## config.mk

```make
export PLATFORM = sky130hd
export DESIGN_NAME = pixel_cfg_sequencer
export DESIGN_NICKNAME = d
export VERILOG_FILES = /design/src/rtl/pixel_cfg_pkg.sv /design/src/rtl/pixel_cfg_fifo.sv /design/src/rtl/pixel_cfg_sequencer.sv
export SDC_FILE = /design/constraint.sdc
export NUM_CORES = 1
export LEC_CHECK = 0
export CAP_MARGIN = 20
export CORE_MARGIN = 2
export CORE_UTILIZATION = 60
export DETAILED_ROUTE_END_ITERATION = 16
export PLACE_DENSITY = 0.85
export SLEW_MARGIN = 25
export SYNTH_ARGS = -nofsm -noshare
export SYNTH_HDL_FRONTEND = slang
export SYNTH_SLANG_ARGS = --single-unit
```

## constraint.sdc

```tcl
create_clock -name clock -period 5.1 [get_ports clock]
set_input_delay 1.275 -clock clock [delete_from_list [all_inputs] [get_ports clock]]
set_output_delay 1.275 -clock clock [all_outputs]
set_load 0.01 [all_outputs]
```

## src/rtl/pixel_cfg_pkg.sv

```systemverilog
// Shared constants and state type for the pixel configuration write path.
package pixel_cfg_pkg;

  localparam int NUM_PIXELS = 180;
  localparam int ADDR_W     = 8;
  localparam int DATA_W     = 15;
  localparam int CNT_W      = 8;
  localparam int FIFO_DEPTH = 4;
  localparam int GAP_CYCLES = 2;

  typedef enum logic [1:0] {
    IDLE  = 2'd0,
    FETCH = 2'd1,
    GAP   = 2'd2,
    DONE  = 2'd3
  } seq_state_t;

endpackage

```

## src/rtl/pixel_cfg_fifo.sv

```systemverilog
// Small synchronous FIFO buffering config words ahead of the sequencer.
// Pushes while full and pops while empty are ignored.
module pixel_cfg_fifo #(
  parameter int WIDTH = 15,
  parameter int DEPTH = 4
) (
  input  logic                     clock,
  input  logic                     resetn,
  input  logic                     push,
  input  logic [WIDTH-1:0]         push_data,
  input  logic                     pop,
  output logic [WIDTH-1:0]         pop_data,
  output logic                     full,
  output logic                     empty,
  output logic [$clog2(DEPTH):0]   count
);

  localparam int PTR_W = $clog2(DEPTH);
  localparam logic [PTR_W:0] FULL_CNT = (PTR_W + 1)'(DEPTH);

  logic [WIDTH-1:0] mem [DEPTH];
  logic [PTR_W-1:0] wr_ptr;
  logic [PTR_W-1:0] rd_ptr;
  logic             do_push;
  logic             do_pop;

  assign full     = (count == FULL_CNT);
  assign empty    = (count == '0);
  assign do_push  = push & ~full;
  assign do_pop   = pop & ~empty;
  assign pop_data = mem[rd_ptr];

  // Pointer and occupancy tracking; simultaneous push and pop leaves count unchanged.
  always_ff @(posedge clock or negedge resetn) begin
    if (!resetn) begin
      wr_ptr <= '0;
      rd_ptr <= '0;
      count  <= '0;
    end else begin
      if (do_push) wr_ptr <= wr_ptr + 1'b1;
      if (do_pop)  rd_ptr <= rd_ptr + 1'b1;
      case ({do_push, do_pop})
        2'b10:   count <= count + 1'b1;
        2'b01:   count <= count - 1'b1;
        default: count <= count;
      endcase
    end
  end

  // Storage array; contents need no reset since occupancy gates every read.
  always_ff @(posedge clock) begin
    if (do_push) mem[wr_ptr] <= push_data;
  end

endmodule

```

## src/rtl/pixel_cfg_sequencer.sv

```systemverilog
// Turns burst commands plus buffered config words into the per-pixel
// cfg_addr/cfg_data/cfg_valid write stream for the pixel config decoder.
//
//   state | meaning
//   IDLE  | waiting for a burst command, cmd_ready high
//   FETCH | waiting for a word, then issuing (or suppressing) one write
//   GAP   | settle time between consecutive writes
//   DONE  | burst complete, raises done on the way back to IDLE
module pixel_cfg_sequencer
  import pixel_cfg_pkg::*;
(
  input  logic              clock,
  input  logic              resetn,
  input  logic              cmd_valid,
  output logic              cmd_ready,
  input  logic [ADDR_W-1:0] cmd_base,
  input  logic [CNT_W-1:0]  cmd_count,
  input  logic              cmd_bcast,
  input  logic              wr_valid,
  output logic              wr_ready,
  input  logic [DATA_W-1:0] wr_data,
  output logic [ADDR_W-1:0] cfg_addr,
  output logic [DATA_W-1:0] cfg_data,
  output logic              cfg_valid,
  output logic              busy,
  output logic              done,
  output logic              err_range
);

  localparam int GAP_W = (GAP_CYCLES > 1) ? $clog2(GAP_CYCLES) : 1;

  seq_state_t                  state;
  logic [ADDR_W-1:0]           cur_addr;
  logic [CNT_W-1:0]            remaining;
  logic                        bcast;
  logic                        bcast_held;
  logic [DATA_W-1:0]           bcast_word;
  logic [GAP_W-1:0]            gap_cnt;

  logic                        fifo_full;
  logic                        fifo_empty;
  logic                        fifo_pop;
  logic [DATA_W-1:0]           fifo_data;
  logic [$clog2(FIFO_DEPTH):0] fifo_level_unused;

  logic                        word_avail;
  logic [DATA_W-1:0]           word;
  logic                        in_range;

  assign cmd_ready  = (state == IDLE);
  assign busy       = (state != IDLE);
  assign wr_ready   = ~fifo_full;

  // A broadcast burst reads the FIFO once and reuses the held copy afterwards.
  assign word_avail = ~fifo_empty | (bcast & bcast_held);
  assign fifo_pop   = (state == FETCH) & ~fifo_empty & ~(bcast & bcast_held);
  assign word       = (bcast & bcast_held) ? bcast_word : fifo_data;
  assign in_range   = (32'(cur_addr) < NUM_PIXELS);

  pixel_cfg_fifo #(
    .WIDTH (DATA_W),
    .DEPTH (FIFO_DEPTH)
  ) u_fifo (
    .clock     (clock),
    .resetn    (resetn),
    .push      (wr_valid),
    .push_data (wr_data),
    .pop       (fifo_pop),
    .pop_data  (fifo_data),
    .full      (fifo_full),
    .empty     (fifo_empty),
    .count     (fifo_level_unused)
  );

  // Burst sequencing with registered write strobe, done pulse and sticky range error.
  always_ff @(posedge clock or negedge resetn) begin
    if (!resetn) begin
      state      <= IDLE;
      cur_addr   <= '0;
      remaining  <= '0;
      bcast      <= 1'b0;
      bcast_held <= 1'b0;
      bcast_word <= '0;
      gap_cnt    <= '0;
      cfg_addr   <= '0;
      cfg_data   <= '0;
      cfg_valid  <= 1'b0;
      done       <= 1'b0;
      err_range  <= 1'b0;
    end else begin
      cfg_valid <= 1'b0;
      done      <= 1'b0;
      case (state)
        IDLE: begin
          if (cmd_valid) begin
            cur_addr   <= cmd_base;
            remaining  <= cmd_count;
            bcast      <= cmd_bcast;
            bcast_held <= 1'b0;
            err_range  <= 1'b0;
            state      <= (cmd_count == '0) ? DONE : FETCH;
          end
        end
        FETCH: begin
          if (word_avail) begin
            if (bcast && !bcast_held) begin
              bcast_held <= 1'b1;
              bcast_word <= fifo_data;
            end
            if (in_range) begin
              cfg_addr  <= cur_addr;
              cfg_data  <= word;
              cfg_valid <= 1'b1;
            end else begin
              err_range <= 1'b1;
            end
            cur_addr  <= cur_addr + 1'b1;
            remaining <= remaining - 1'b1;
            if (remaining == CNT_W'(1)) begin
              state <= DONE;
            end else if (GAP_CYCLES > 0) begin
              state   <= GAP;
              gap_cnt <= GAP_W'(GAP_CYCLES - 1);
            end else begin
              state <= FETCH;
            end
          end
        end
        GAP: begin
          if (gap_cnt == '0) state <= FETCH;
          else               gap_cnt <= gap_cnt - 1'b1;
        end
        DONE: begin
          done  <= 1'b1;
          state <= IDLE;
        end
        default: state <= IDLE;
      endcase
    end
  end

endmodule

```

==> metrics.txt, run 1 <==
Area Growth Syn to Fin=22.6%; Total GRT Usage=25.4%; Least-Margin Pin Slew=0.871 ns; clk slew on worst S/H paths=0.06 ns; outcome=complete, no violations; count of final max-slew check failures=0; worst endpoint required time=3.83 ns; initial antenna violation count=0; final period utilization=63.3%; Num CTS Buffers=17; Initial Util=62.2%; worst slack, placed=1.92 ns; final std cells w/o fill=646; Core ar.=9280 sq um; CTS tree=yes; clk buf depth=2; DRC errors left=0; #FFs+latches synth=129; Post-CTS Setup Bufs=0; Hold Crit Class=reg2reg; root buffer cell=clkbuf_8; relative slew slack=42.0%; RSZ-0062 raised after global routing=no; gpl congestion=0.830; final wirelength=12400 um; final setup margin=1.87 ns; Die ar.=10400 sq um; Max Cap Viol=0; post-cts repair resize count=0; Detailed Routing Iterations Pass 1=5; post-route ant nets=0; crit path DAT=1.95 ns; post-synthesis area per instance=13.1 sq um; GRT Residual Overflow=0; ys async rst share=53.5%; first-pass GRT wire length=19800 um; vias in the first global route=3913; Worst R2R Setup Slack=2.24 ns; worst r2r dst=u_fifo.count[2]$_DFFE_PN0P_; Iteration-0 DRC Markers=257; Ports=65; overall power=4780 uW; main flop type after synthesis=dfrtp_1; Setup crit end kind=output port; clock sinks=129; Max Freq=0.310 GHz; LEAKAGE=0.00275 uW; Worst Hold Path EP=cfg_addr[0]$_DFFE_PN0P_; largest cells by area after synthesis=edfxtp_1, dfrtp_1, mux2_2, mux2i_1, a21oi_1; hold slack=0.504 ns; DPL Wire Length=7500 um; H-tree levels=4; Via-to-Cell Ratio=6.01; CP Launch Type=flop; Mapped Area=5770 sq um; CTS Hold Bufs=0; final hold vios=0; routed via count=3885; yosys warns=0; Peak VDD IR=0.354 mV; share of layout cells above drive strength 1=19.5%; worst-case reg-to-reg path depth=8; Routed wire per std cell=19.2 um; # rows=35; Final Skew=0.00979 ns; Worst R2R Start=state[0]$_DFFE_PN0P_; critical path fanouts, max=6; HP Start=cfg_addr[0]$_DFFE_PN0P_; final setup TNS=0 ns; port bufs=64; final net count=549; pin count of the biggest net entering global routing=48; Setup Crit Path Kind=reg2out; n_diodes=0; Post-synth EDFFs=60; number of distinct library cells after synthesis=55; Synth area leader=edfxtp_1; most common cell in the netlist=dfrtp_1; Cells after Synth=440; Synth top area share=31.2%; DIE HEIGHT=102 um; Die X-Extent=102 um; # fillers=584; final setup vio count=0; P per Cell Area=676 nW/um^2; synth cell count leaders=dfrtp_1, edfxtp_1, mux2_2, nor2_1, a21oi_1; crit path time final=3.23 ns; Worst-Skew Late Latency=0.52 ns; Seq/Total Area, Yosys=61.1%; dpl cells=614; WHS Path Cells=1; syn_nets=485
-- registers in the layout, indices dropped and copies added, names as in the netlist --
signal / count
u_fifo.count: 3
err_range: 1
cur_addr: 8
gap_cnt: 1
remaining: 8
u_fifo.mem: 60
u_fifo.rd_ptr: 2
cfg_addr: 8
done: 1
state: 2
u_fifo.wr_ptr: 2
bcast_held: 1
cfg_valid: 1
bcast_word: 15
bcast: 1
cfg_data: 15
-- per-stage QoR --
stage | util [%] | area, sq um
floorplan | - | 5770
global placement | 69.7 | 6470
detailed placement | 69.8 | 6480
CTS | 76.1 | 7070
global route | 76.2 | 7080
finish | 76.2 | 7080
-- critical path, stage by stage, from the launching register on --
cell             delay, ns
dfrtp_1               0.49
inv_1                 0.12
nand3_1               0.24
clkdlybuf4s50_1       0.59
-- routing by layer --
layer | vias to the layer above | GRT usage [%] | part of all wire, %
met5 | - | 0 | 0
met3 | 21 | 6.02 | 5.1
li1 | 1784 | - | -
met2 | 142 | 42.4 | 51
met1 | 1938 | 32.2 | 42
met4 | 0 | 10.5 | 1.6
-- power by group --
part / switching (uW) / internal (uW)
clock: 481 / 710
sequential: 281 / 1480
combinational: 954 / 875
-- layout by cell type, fill, tap and decap left out, types with 5 or more instances in the layout --
cell type	synthesis	routed
mux2_2	46	46
ha_1	8	8
edfxtp_1	60	60
and2_1	5	5
inv_1	11	11
o21ai_0	26	26
mux2_4	8	8
mux2i_1	16	16
a31oi_1	18	18
nand2_1	12	11
inv_6	1	7
o22ai_1	16	16
buf_4	1	5
a21oi_1	27	27
and3_1	5	5
clkbuf_16	0	16
clkdlybuf4s50_1	0	63
nor2_1	33	33
dfrtp_1	69	69
-- logic make-up (layout without fill, tap and decap cells) --
group / Yosys count / after routing / share of synthesized area [%]
AO/OA/AOI/OAI: 108 / 108 / 11.4
XOR/XNOR: 6 / 6 / 0.911
adder cells (fa/ha/maj): 9 / 9 / 2.08
buffers and inverters: 36 / 113 / 3.06
flip-flops: 129 / 129 / 61.1
multiplexers: 70 / 70 / 13.8
AND/OR/NAND/NOR: 82 / 82 / 7.61
-- cell type report --
class,instances,area [sq um],area share [%]
Sequential cell,129,3530,49.9
Clock inverter,15,171,2.42
Clock buffer,17,414,5.85
Tap cell,129,161,2.28
Multi-Input combinational cell,275,2070,29.3
Timing Repair Buffer,69,679,9.60
Inverter,12,50.0,0.707
-- how the worst max path moves through the flow --
stage | cells past startpoint | endpoint | from | slack, ns
after floorplan | 8 | u_fifo.count[2]$_DFFE_PN0P_ | wr_valid | 2.59
after global placement | 9 | u_fifo.count[2]$_DFFE_PN0P_ | wr_valid | 2.07
after detailed placement | 9 | u_fifo.count[2]$_DFFE_PN0P_ | wr_valid | 1.92
after CTS | 3 | wr_ready | u_fifo.count[0]$_DFFE_PN0P_ | 1.89
after global routing | 3 | wr_ready | u_fifo.count[0]$_DFFE_PN0P_ | 1.79
final | 3 | wr_ready | u_fifo.count[0]$_DFFE_PN0P_ | 1.87
No activity file was read; power rests on OpenSTA's default activity.
==> inputs of run 2 (changes only) <==
--- a/config.mk
+++ b/config.mk
@@ -7,9 +7,9 @@
 export LEC_CHECK = 0
 export CAP_MARGIN = 20
 export CORE_MARGIN = 2
-export CORE_UTILIZATION = 60
+export CORE_UTILIZATION = 56
 export DETAILED_ROUTE_END_ITERATION = 16
-export PLACE_DENSITY = 0.85
+export PLACE_DENSITY = 0.81
 export SLEW_MARGIN = 25
 export SYNTH_ARGS = -nofsm -noshare
 export SYNTH_HDL_FRONTEND = slang
==> constraint.sdc (replaced) <==
create_clock -name clock -period 3.25 [get_ports clock]
set_input_delay 0.8125 -clock clock [delete_from_list [all_inputs] [get_ports clock]]
set_output_delay 0.8125 -clock clock [all_outputs]
set_load 0.01 [all_outputs]
==> metrics.txt, run 2 (same netlist as run 1, synthesis figures left out) <==
H-tree levels=4 (unchanged); cell internal pwr=4690 uW (was 3070 uW); LEAKAGE=0.00275 uW (about the same); clk slew on worst S/H paths=0.06 ns (about the same); Routed wire per std cell=18.7 um (was 19.2 um); Iteration-0 DRC Markers=232 (was 257); Core Util, Final=69.6% (was 76.2%); Least-Margin Pin Slew=0.675 ns (was 0.871 ns); clock sinks=129 (unchanged); final wirelength=12300 um (was 12400 um); final net count=556 (was 549); hold slack=0.317 ns (was 0.504 ns); Hold Crit Class=in2async (was reg2reg); Via-to-Cell Ratio=5.90 (was 6.01); Max Freq=0.373 GHz; Die X-Extent=106 um (was 102 um); outcome=complete, no violations (unchanged); P per Cell Area=1030 nW/um^2 (was 676 nW/um^2); routed via count=3896 (was 3885); CTS tree=yes (unchanged); RSZ-0062 raised after global routing=no (unchanged); critical path fanouts, max=15 (was 6); # fillers=704 (was 584); Detailed Routing Iterations Pass 1=5 (unchanged); CTS Hold Bufs=0 (unchanged); initial antenna violation count=0 (unchanged); final period utilization=82.6%; Post-CTS Setup Bufs=0 (unchanged); Core ar.=10200 sq um (was 9280 sq um); Num CTS Buffers=17 (unchanged); register with the most flip-flops=u_fifo.mem (unchanged); switching power=2630 uW (was 1720 uW); DRC errors left=0 (unchanged); Peak VDD IR=0.590 mV (was 0.354 mV); Largest regs=u_fifo.mem x60, bcast_word x15, cfg_data x15 (unchanged); post-cts repair resize count=0 (unchanged); final setup TNS=0 ns (unchanged); vias in the first global route=3974 (was 3913); Initial Util=56.7% (was 62.2%); DIE HEIGHT=106 um (was 102 um); Largest register FFs=60 (unchanged); Max Cap Viol=0 (unchanged); share of layout cells above drive strength 1=20.4% (was 19.5%); switching share of power=35.9% (about the same); commonest non-fill, non-tap cell in the layout=dfrtp_1 (unchanged); Worst-Skew Late Latency=0.53 ns (was 0.52 ns); leading cell types in the layout, fill and taps excluded=dfrtp_1, clkdlybuf4s50_1, edfxtp_1 (unchanged); first-pass GRT wire length=20400 um (was 19800 um); pin count of the biggest net entering global routing=49 (was 48); worst path cell trace=nor2_1, clkdlybuf4s50_1 (was inv_1, nand3_1, clkdlybuf4s50_1); final hold vios=0 (unchanged); Area Growth Syn to Fin=22.8% (was 22.6%); Total GRT Usage=24.2% (was 25.4%); power share of the clock group=23.3% (was 24.9%); worst-case reg-to-reg path depth=8 (unchanged); post-route ant nets=0 (unchanged); Final Skew=0.00915 ns (was 0.00979 ns); DPL Wire Length=7530 um (was 7500 um); critical path's slowest cell=clkdlybuf4s50_1 (unchanged); GRT Residual Overflow=0 (unchanged); Ports=65 (unchanged); relative slew slack=55.0% (was 42.0%); combinational fraction of design power=39.1% (was 38.2%); CP Launch Type=flop (unchanged); port bufs=64 (unchanged); critical path's largest stage delay=0.58 ns (was 0.59 ns); gpl congestion=0.834 (was 0.830); Setup crit end kind=output port (unchanged); worst endpoint required time=2.44 ns (was 3.83 ns); # rows=37 (was 35); count of final max-slew check failures=0 (unchanged); clk buf depth=2 (unchanged); final setup vio count=0 (unchanged); sequential power share=37.5% (was 36.9%); n_diodes=0 (unchanged); crit path DAT=1.87 ns (was 1.95 ns); root buffer cell=clkbuf_8 (unchanged); Setup Crit Path Kind=reg2out (unchanged); crit path time final=2.68 ns; Die ar.=11100 sq um (was 10400 sq um)
==> run 2: cell types whose count changed in the layout (fill, tap and decap cells not counted), moves of 2 or more <==
cell / delta
clkinv_4: -2
buf_4: +6
bufinv_16: -2
clkinv_2: +3
inv_6: -2
clkinvlp_4: +4
==> run 2: cell type report <==
class                           instances  area (sq um)  share of cell area [%]
Sequential cell                       129          3530                    49.8
Multi-Input combinational cell        275          2070                    29.1
Timing Repair Buffer                   76           738                    10.4
Clock buffer                           18           428                    6.04
Tap cell                              136           170                    2.40
Clock inverter                         14           106                    1.50
Inverter                               12          50.0                   0.706
==> run 2: power groups by stage <==
| stage | logic (uW) | registers, uW | clock network [uW] |
|---|---|---|---|
| 5_1_grt | 3130 | 2820 | 1810 |
| 3_3_place_gp | 2730 | 2720 | 0 |
| 6_report | 2870 | 2750 | 1710 |
| 2_1_floorplan | 1950 | 2710 | 0 |
| 4_1_cts | 2890 | 2750 | 1730 |
| 3_5_place_dp | 2850 | 2760 | 0 |
==> run 2: stage by stage <==
stage               setup slack [ns]  instance area, sq um  total power [uW]  std cells
floorplan                       1.07                  5770              4660        440
global placement               0.686                  6550              5450        628
detailed placement             0.618                  6550              5610        628
CTS                            0.542                  7090              7360        660
global route                   0.467                  7090              7770        660
finish                         0.566                  7090              7320        660
==> run 2: layer usage <==
layer	wire, um	vias up	track usage, %
li1	-	1803	-
met1	5340	1944	32.0
met2	6100	130	38.2
met3	698	19	6.06
met4	210	0	10.3
met5	0	-	0
==> run 2: final timing paths <==
path                                              start                     endpoint  slack (ns)
worst max-delay path               state[0]$_DFFE_PN0P_                    cmd_ready        0.57
worst min-delay path                             resetn      cfg_addr[2]$_DFFE_PN0P_        0.32
worst max register to register     state[0]$_DFFE_PN0P_  u_fifo.count[2]$_DFFE_PN0P_        0.87
worst min register to register  cfg_addr[1]$_DFFE_PN0P_      cfg_addr[1]$_DFFE_PN0P_        0.51
max in group asynchronous                        resetn   bcast_word[12]$_DFFE_PN0P_        2.25
min in group clock              cfg_addr[1]$_DFFE_PN0P_      cfg_addr[1]$_DFFE_PN0P_        0.51
==> run 2: critical path: cells and delay by family (launching register included) <==
kind	cells	cell delay [ns]
buffers and inverters	1	0.58
flip-flops	1	0.51
AND/OR/NAND/NOR	1	0.25
==> inputs of run 3 (changes only) <==
--- a/config.mk
+++ b/config.mk
@@ -7,9 +7,9 @@
 export LEC_CHECK = 0
 export CAP_MARGIN = 20
 export CORE_MARGIN = 2
-export CORE_UTILIZATION = 56
+export CORE_UTILIZATION = 51
 export DETAILED_ROUTE_END_ITERATION = 16
-export PLACE_DENSITY = 0.81
+export PLACE_DENSITY = 0.77
 export SLEW_MARGIN = 25
 export SYNTH_ARGS = -nofsm -noshare
 export SYNTH_HDL_FRONTEND = slang
==> constraint.sdc (replaced) <==
create_clock -name clock -period 2.2 [get_ports clock]
set_input_delay 0.55 -clock clock [delete_from_list [all_inputs] [get_ports clock]]
set_output_delay 0.55 -clock clock [all_outputs]
set_load 0.01 [all_outputs]
==> metrics.txt, run 3 (same netlist as run 1, synthesis figures left out) <==
GRT Residual Overflow=0 (unchanged); routed via count=3891 (was 3896); GR Util met2=35.5% (was 38.2%); Initial Util=52.8% (was 56.7%); met3 usage=5.82% (was 6.06%); Die ar.=12200 sq um (was 11100 sq um); Setup crit end kind=flop (was output port); critical path's slowest cell=dfrtp_2 (was clkdlybuf4s50_1); worst-case reg-to-reg path depth=10 (was 8); commonest non-fill, non-tap cell in the layout=dfrtp_1 (unchanged); final period utilization=91.8%; root buffer cell=clkbuf_16 (was clkbuf_8); outcome=complete, no violations (unchanged); share of layout cells above drive strength 1=22.2% (was 20.4%); final setup vio count=0 (unchanged); LEAKAGE=0.00288 uW (was 0.00275 uW); clk buf depth=2 (unchanged); CP Launch Type=flop (unchanged); vias in the first global route=3892 (was 3974); Iteration-0 DRC Markers=225 (was 232); leading cell types in the layout, fill and taps excluded=dfrtp_1, clkdlybuf4s50_1, edfxtp_1 (unchanged); count of final max-slew check failures=0 (unchanged); n_diodes=0 (unchanged); first-pass GRT wire length=18800 um (was 20400 um); Die X-Extent=110 um (was 106 um); Max Freq=0.495 GHz; Core ar.=10900 sq um (was 10200 sq um); port bufs=64 (unchanged); Via-to-Cell Ratio=5.79 (was 5.90); Num CTS Buffers=17 (unchanged); P per Cell Area=1550 nW/um^2 (was 1030 nW/um^2); worst r2r dst=u_fifo.count[2]$_DFFE_PN0P_ (unchanged); Peak VDD IR=0.768 mV (was 0.590 mV); final wirelength=12000 um (was 12300 um); CTS tree=yes (unchanged); Ports=65 (unchanged); CP most frequent cell=inv_1; gpl congestion=0.871 (was 0.834); Hold Crit Class=in2async (unchanged); Setup Crit Path Kind=reg2reg (was reg2out); DRC errors left=0 (unchanged); worst slack, placed=-0.0358 ns (was 0.618 ns); Final Skew=0.00514 ns (was 0.00915 ns); H-tree levels=4 (unchanged); crit path DAT=2.35 ns (was 1.87 ns); Largest regs=u_fifo.mem x60, bcast_word x15, cfg_data x15 (unchanged); Routed wire per std cell=17.9 um (was 18.7 um); Max Cap Viol=0 (unchanged); crit path time final=2.02 ns; Detailed Routing Iterations Pass 1=5 (unchanged); RSZ-0062 raised after global routing=no (unchanged); DIE HEIGHT=110 um (was 106 um); Largest register FFs=60 (unchanged); DPL Wire Length=7560 um (was 7530 um); Total GRT Usage=21.1% (was 24.2%); met1 usage=25.7% (was 32.0%); critical path fanouts, max=6 (was 15); # rows=38 (was 37); final hold vios=0 (unchanged); worst path cell trace=inv_1, nand3_2, and2_1, inv_1, ha_1, inv_1, fa_1, xor2_1, nor2_1, xor2_1 (was nor2_1, clkdlybuf4s50_1); clock sinks=129 (unchanged); clk slew on worst S/H paths=0.05 ns (was 0.06 ns); Worst R2R Start=u_fifo.count[0]$_DFFE_PN0P_ (was state[0]$_DFFE_PN0P_); final net count=564 (was 556); worst endpoint required time=2.53 ns (was 2.44 ns); critical path's largest stage delay=0.45 ns (was 0.58 ns); Least-Margin Pin Slew=0.611 ns (was 0.675 ns); Worst R2R Setup Slack=0.18 ns (was 0.87 ns); Worst-Skew Late Latency=0.41 ns (was 0.53 ns); overall power=11400 uW (was 7320 uW); pin count of the biggest net entering global routing=70 (was 49); Top Usage Layer GRT=met2 (unchanged); register with the most flip-flops=u_fifo.mem (unchanged); Area Growth Syn to Fin=26.9% (was 22.8%); final setup margin=0.180 ns (was 0.566 ns); relative slew slack=59.3% (was 55.0%); initial antenna violation count=0 (unchanged); post-route ant nets=0 (unchanged); # fillers=783 (was 704)
-- run 3: worst max path at each step --
| stage | start | to | slack, ns | depth (start not counted) |
|---|---|---|---|---|
| 2_1_floorplan | state[1]$_DFFE_PN0P_ | u_fifo.count[2]$_DFFE_PN0P_ | 0.02 | 9 |
| 3_3_place_gp | wr_valid | u_fifo.count[2]$_DFFE_PN0P_ | 0.01 | 9 |
| 3_5_place_dp | wr_valid | u_fifo.count[2]$_DFFE_PN0P_ | -0.04 | 9 |
| 4_1_cts | state[1]$_DFFE_PN0P_ | busy | 0.02 | 4 |
| 5_1_grt | u_fifo.count[0]$_DFFE_PN0P_ | u_fifo.count[2]$_DFFE_PN0P_ | 0.05 | 10 |
| 6_report | u_fifo.count[0]$_DFFE_PN0P_ | u_fifo.count[2]$_DFFE_PN0P_ | 0.18 | 10 |
-- run 3: critical path: cells and delay by family (launching register included) --
family | cells | cell delay [ns]
buffers and inverters | 3 | 0.24
AND/OR/NAND/NOR | 3 | 0.43
XOR/XNOR | 2 | 0.31
flip-flops | 1 | 0.45
adder cells (fa/ha/maj) | 2 | 0.52
-- run 3: area by class of cell --
type / count / area, sq um / area share (%)
timing repair buffer: 84 / 861 / 11.8
multi-input combinational: 275 / 2080 / 28.4
sequential: 129 / 3530 / 48.2
clock buffer: 19 / 443 / 6.05
clock inverter: 13 / 186 / 2.55
tap: 140 / 175 / 2.39
inverter: 12 / 50.0 / 0.683
-- run 3: report_power, final --
| group | internal (uW) | switching [uW] | leakage (uW) | total [uW] |
|---|---|---|---|---|
| clock | 1930 | 1010 | 0.000307 | 2940 |
| sequential | 3440 | 586 | 0.00137 | 4020 |
| combinational | 2200 | 2210 | 0.00120 | 4410 |
| total | 7560 | 3810 | 0.00288 | 11400 |
-- run 3: routing by layer --
metal	part of all wire [%]	routed length [um]
met4	1.2	141
met3	5.8	699
met5	0	0
met1	42	5070
met2	51	6130
-- run 3: through the flow --
step / TNS [ns] / instances / utilization, % / hold slack, ns / instance area, sq um
global route: 0 / 672 / 67.0 / 0.184 / 7320
detailed placement: -0.0358 / 640 / 61.1 / 0.494 / 6680
global placement: 0 / 640 / 61.1 / 0.489 / 6680
floorplan: 0 / 440 / - / 0.254 / 5770
CTS: 0 / 672 / 66.9 / 0.171 / 7310
finish: 0 / 672 / 67.0 / 0.143 / 7320
-- run 3: repair_timing --
| action | in CTS | in global routing |
|---|---|---|
| endpoints found under the hold margin | 0 | 0 |
| hold buffers | 0 | 0 |
| pin swaps | 0 | 0 |
| gates resized for setup | 4 | 3 |
| endpoints found under the setup margin | 3 | 2 |
| buffers inserted | 0 | 0 |
